`src/rtl/upg_mem_arb.sv`:
```
// Memory arbiter between the upgrade programmer port and the CPU.
// The programmer owns the RAM while a session is open; otherwise the CPU
// gets single-cycle writes and two-cycle reads (synchronous RAM read).
module upg_mem_arb (
  input  logic        clock,
  input  logic        reset_n,
  // programmer port
  input  logic        upg_active_i,
  input  logic        upg_wen_i,
  input  logic [14:0] upg_adr_i,
  input  logic [31:0] upg_dat_i,
  input  logic        upg_done_i,
  // CPU port
  input  logic        run_i,
  input  logic        cpu_req_i,
  input  logic        cpu_we_i,
  input  logic [13:0] cpu_adr_i,
  input  logic [31:0] cpu_dat_i,
  output logic [31:0] cpu_rdat_o,
  output logic        cpu_ack_o,
  output logic        cpu_hold_o,
  // RAM port
  output logic        ram_we_o,
  output logic [13:0] ram_adr_o,
  output logic [31:0] ram_dat_o,
  input  logic [31:0] ram_rdat_i,
  // session status
  output logic [13:0] prog_cnt_o,
  output logic        prog_abort_o
);

  typedef enum logic [1:0] {
    S_HOLD,
    S_PROG,
    S_RUN,
    S_RD
  } state_e;

  state_e      state_q, state_d;
  logic        ack_q, ack_d;       // read-completion ack, shown the cycle after RD
  logic [31:0] rdat_q, rdat_d;
  logic [13:0] cnt_q, cnt_d;
  logic        abort_q, abort_d;
  logic        wr_ack;

  // Next-state, RAM steering and status updates
  always_comb begin
    state_d    = state_q;
    ack_d      = 1'b0;
    rdat_d     = rdat_q;
    cnt_d      = cnt_q;
    abort_d    = abort_q;
    ram_we_o   = 1'b0;
    ram_adr_o  = cpu_adr_i;
    ram_dat_o  = cpu_dat_i;
    cpu_hold_o = 1'b1;
    wr_ack     = 1'b0;

    unique case (state_q)
      S_HOLD: begin
        if (upg_active_i) begin
          state_d = S_PROG;
          cnt_d   = '0;
          abort_d = 1'b0;
        end else if (run_i) begin
          state_d = S_RUN;
        end
      end

      S_PROG: begin
        ram_adr_o = upg_adr_i[13:0];
        ram_dat_o = upg_dat_i;
        // Only data-memory words reach the RAM; a write concurrent with
        // done still lands and counts.
        if (upg_wen_i && upg_adr_i[14]) begin
          ram_we_o = 1'b1;
          if (cnt_q != '1) cnt_d = cnt_q + 14'd1;
        end
        if (upg_done_i) begin
          state_d = S_RUN;
        end else if (!upg_active_i) begin
          state_d = S_HOLD;
          abort_d = 1'b1;
        end
      end

      S_RUN: begin
        // A request still present during the ack cycle is the read being
        // completed (CPU is frozen until this edge), not a new access.
        cpu_hold_o = cpu_req_i && !cpu_we_i && !ack_q;
        if (upg_active_i) begin
          // Entering PROG from RUN also starts a fresh session.
          state_d = S_PROG;
          cnt_d   = '0;
          abort_d = 1'b0;
        end else if (cpu_req_i && !ack_q) begin
          if (cpu_we_i) begin
            ram_we_o = 1'b1;
            wr_ack   = 1'b1;
          end else begin
            state_d = S_RD;
          end
        end
      end

      S_RD: begin
        if (upg_active_i) begin
          // Read data is discarded and no ack is given.
          state_d = S_PROG;
          cnt_d   = '0;
          abort_d = 1'b0;
        end else begin
          rdat_d  = ram_rdat_i;
          ack_d   = 1'b1;
          state_d = S_RUN;
        end
      end

      default: state_d = S_HOLD;
    endcase
  end

  // State and status registers, asynchronously reset
  always_ff @(posedge clock or negedge reset_n) begin
    if (!reset_n) begin
      state_q <= S_HOLD;
      ack_q   <= 1'b0;
      rdat_q  <= '0;
      cnt_q   <= '0;
      abort_q <= 1'b0;
    end else begin
      state_q <= state_d;
      ack_q   <= ack_d;
      rdat_q  <= rdat_d;
      cnt_q   <= cnt_d;
      abort_q <= abort_d;
    end
  end

  assign cpu_ack_o    = ack_q | wr_ack;
  assign cpu_rdat_o   = rdat_q;
  assign prog_cnt_o   = cnt_q;
  assign prog_abort_o = abort_q;

endmodule
```
`config.mk`:
```
export PLATFORM = sky130hd
export DESIGN_NAME = upg_mem_arb
export DESIGN_NICKNAME = d
export VERILOG_FILES = /design/src/rtl/upg_mem_arb.sv
export SDC_FILE = /design/constraint.sdc
export NUM_CORES = 1
export LEC_CHECK = 0
export CORE_MARGIN = 4
export CORE_UTILIZATION = 30
export DETAILED_ROUTE_END_ITERATION = 8
export GPL_TIMING_DRIVEN = 0
export PLACE_DENSITY_LB_ADDON = 0.08
export SYNTH_ARGS = -nofsm -noshare
export SYNTH_HDL_FRONTEND = slang
export SYNTH_SLANG_ARGS = --single-unit
```
`constraint.sdc`:
```
create_clock -name clock -period 1.8 [get_ports clock]
set_input_delay 0.36 -clock clock [delete_from_list [all_inputs] [get_ports clock]]
set_output_delay 0.36 -clock clock [all_outputs]
set_load 0.02 [all_outputs]
```
==> run_results.csv, run 1 <==
group,metric,value,unit
worst_setup_path,crit_start,"state_q[0]$_DFFE_PN0P_",
worst_setup_path,end_kind,"primary output",
global_route,antenna_found_initial,0,
outcome,status,"finished, violations left",
synthesis,yosysWarningCount,0,
global_route,busiest_layer,"met2",
clocking,cts_sinks,50,
route,drc,0,
final_layout,final_common_cell,"clkdlybuf4s50_1",
flow_run,drv_cap,0,
route,first_pass_iters,4,
power_and_ir_drop,p_leak,0.00275,uW
synthesis,syn_nets,385,
route,via_count,3030,
timing,worst_slew_pin_slew,0.471,ns
synthesis,synth-main-ff-cell,"dfrtp_1",
worst_setup_path,r2r_slack,0.04,ns
final_layout,nNetsFinal,639,
timing,clock.fmax,482,MHz
global_route,gr-usage-met1,22.9,%
worst_setup_path,reg2reg_from,"prog_cnt_o[0]$_DFFE_PN0P_",
outcome,violations,"negative hold slack, negative setup slack",
synthesis,synth_top_area_share,43.5,%
final_layout,antenna_cells,0,
timing,timing.final.ws_setup,-0.277,ns
synthesis,netlist_instances,247,
clocking,cts_buffer_depth,2,
route,postRouteAntennaNets,0,
timing,finalMaxSlewViolations,0,
worst_setup_path,crit_type,"flop to primary output",
timing,period_share,115,%
timing,hold_viol,1,
timing,finClkSkew,0.00404,ns
clocking,cts_hold_buf,0,
placed_design,port_buffers,228,
clocking,clkTransAtPathRegs,0.09,ns
worst_setup_path,startpoint_type,"flop",
worst_setup_path,slowest_delay,0.45,ns
worst_setup_path,path_max_fanout,7,
synthesis,syn_area,0.00287,mm2
clocking,htree_levels,2,
global_route,use_met3,6.74,%
worst_setup_path,worstPathArrival,1.72,ns
global_route,gr-usage-all-layers,19.8,%
timing,period_minus_slack,2.08,ns
global_route,grtUsageMet2,35.8,%
final_layout,n_fill_cell,733,
floorplanning,ios,229,
synthesis,ys_seq_area_share,43.5,%
worst_setup_path,worstPathRequired,1.44,ns
global_route,grt_max_degree,34,
final_layout,drive_gt1_share,38.9,%
global_route,grt_pass1_vias,3079,
clocking,root_buffer,"clkbuf_8",
synthesis,yosys.area.top_type,"dfrtp_1",
final_layout,final_cell_mix,"clkdlybuf4s50_1 (169), buf_6 (52), dfrtp_1 (41), mux2_4 (39), mux2_2 (35)",
route,avgRoutedWirePerCell,18.6,um
final_layout,multi_input_area,0.00183,mm2
final_layout,synthToLayoutAreaGrowth,114,%
clocking,tritoncts,"yes",
clocking,numCtsBuffers,5,
placed_design,place_congestion,0.819,
synthesis,yosysUniqueCellTypes,41,
floorplanning,fp.coreArea,0.00928,mm2
power_and_ir_drop,ir_drop,0.000670,V
floorplanning,die_area,0.0112,mm2
worst_setup_path,crit_chain,"ha_4 > clkbuf_16 > clkbuf_16 > mux2_4 > buf_6",
power_and_ir_drop,p_per_area,1320,mW/mm2
final_layout,fin_util,66.2,%
global_route,grt_overflow,0,
route,wirelength,11700,um
placed_design,dp_hpwl,8990,um
worst_setup_path,path_common_cell,"clkbuf_16",
power_and_ir_drop,fin_total_pwr,8080,uW
synthesis,synth-async-reset-ratio,100,%
worst_setup_path,critPathSlowestCell,"dfrtp_2",
route,viasPerCell,4.81,
synthesis,synth.area.top_cells,"dfrtp_1 (44%), mux2_2 (29%), a31oi_1 (2.4%), ha_1 (2.2%), nand2_1 (1.8%)",
floorplanning,fp.dieW,106,um
timing,holdWs,-0.000804,ns
synthesis,synth_enable_flop_cells,0,
global_route,grt_pass1_wl,17500,um
floorplanning,die_h,106,um
timing,slew_headroom,68.6,%
synthesis,syn_avg_cell_area,11.6,um2
worst_hold_path,hold_path.class,"primary input to async pin",
timing,finalSetupViolations,48,
floorplanning,initial_core_util,31.0,%
clocking,clock_latency,0.30,ns
synthesis,ys_ff_latch,50,
floorplanning,std_cell_rows,35,
route,first_iter_violations,219,
final_layout,seq_area,0.00126,mm2
timing,rsz0062_at_grt,"true",
final timing paths:
path / endpoint / cells past startpoint
max: ram_adr_o[11] / 5
min: prog_cnt_o[2]$_DFFE_PN0P_ / 1
max reg2reg: prog_cnt_o[9]$_DFFE_PN0P_ / 5
min reg2reg: cpu_rdat_o[15]$_DFFE_PN0P_ / 1
max in group asynchronous: cpu_rdat_o[2]$_DFFE_PN0P_ / 2
min in group clock: cpu_rdat_o[15]$_DFFE_PN0P_ / 1
power breakdown:
| part | switching [uW] | internal [uW] |
|---|---|---|
| clock | 371 | 409 |
| combinational | 2350 | 3160 |
| sequential | 243 | 1550 |
| total | 2960 | 5120 |
state kept, by name (all words and copies together) (netlist names):
| name | flops |
|---|---|
| cpu_rdat_o | 32 |
| prog_cnt_o | 14 |
| state_q | 2 |
| ack_q | 1 |
| prog_abort_o | 1 |
cell families after synthesis:
group | count (synthesis) | synth area share [%]
AOI/OAI and AO/OA | 38 | 9.40
adders and majority gates | 5 | 2.18
buffers and inverters | 22 | 3.00
DFF | 50 | 43.5
muxes | 81 | 31.6
and+or+nand+nor | 51 | 10.3
worst max-delay path: cells and delay by family (launching register included):
| family | cells | cell delay [ns] |
|---|---|---|
| buffers and inverters | 3 | 0.47 |
| muxes | 1 | 0.30 |
| adders and majority gates | 1 | 0.19 |
| DFF | 1 | 0.45 |
area by class of cell:
| cell class | instances | area share (%) |
|---|---|---|
| Sequential cell | 50 | 20.6 |
| Multi-Input combinational cell | 175 | 29.7 |
| Tap cell | 129 | 2.63 |
| Clock buffer | 5 | 1.12 |
| Clock inverter | 2 | 0.631 |
| Timing Repair Buffer | 248 | 41.7 |
| Inverter | 9 | 0.550 |
| Buffer | 12 | 3.12 |
synthesized netlist by cell type (all sizes together) (2+ instances only):
master and number:
nor2 6, nand2 14, a211o 4, inv 9, dfrtp 50, and4 3, a21oi 6, nand2b 3
or3 2, o21ai 5, buf 6, a31oi 11, nor2b 3, nand4 2, nand3 7, o22ai 2
a41oi 3, clkbuf 7, nor4 4, mux2i 3, mux2 78, ha 5
per-layer routing:
metal / vias to the layer above / part of all wire (%)
li1: 1423 / -
met1: 1477 / 39
met2: 122 / 52
met3: 8 / 8.1
met4: 0 / 0.94
met5: - / 0
through the flow:
step                      cell area [um2]  TNS [ns]  setup slack, ns  std cells  hold WS (ns)
after floorplan                      2910         0          0.00780        247        0.0644
after global placement               5360   -112.96            -1.41        604         0.466
after detailed placement             5370    -51.93           -0.786        605         0.333
after CTS                            5530    -13.55           -0.301        619       0.00293
after global routing                 6140    -15.45           -0.355        630        0.0101
final                                6140    -11.72           -0.277        630     -0.000804
timing repair:
item                                   in CTS  in global routing
gates cloned                                0                  5
buffers inserted                            8                  6
resized for setup                         258                146
setup endpoints to repair                  99                 87
endpoints found under the hold margin       0                  0
pin swaps                                   5                  3
No activity file was read; power rests on OpenSTA's default activity.
==> run 2: changes to the inputs <==
ABC_CLOCK_PERIOD_IN_PS = 1800   (was not set)
==> results of run 2 <==
The final DEF is identical to that of run 1; final timing and power are the same.
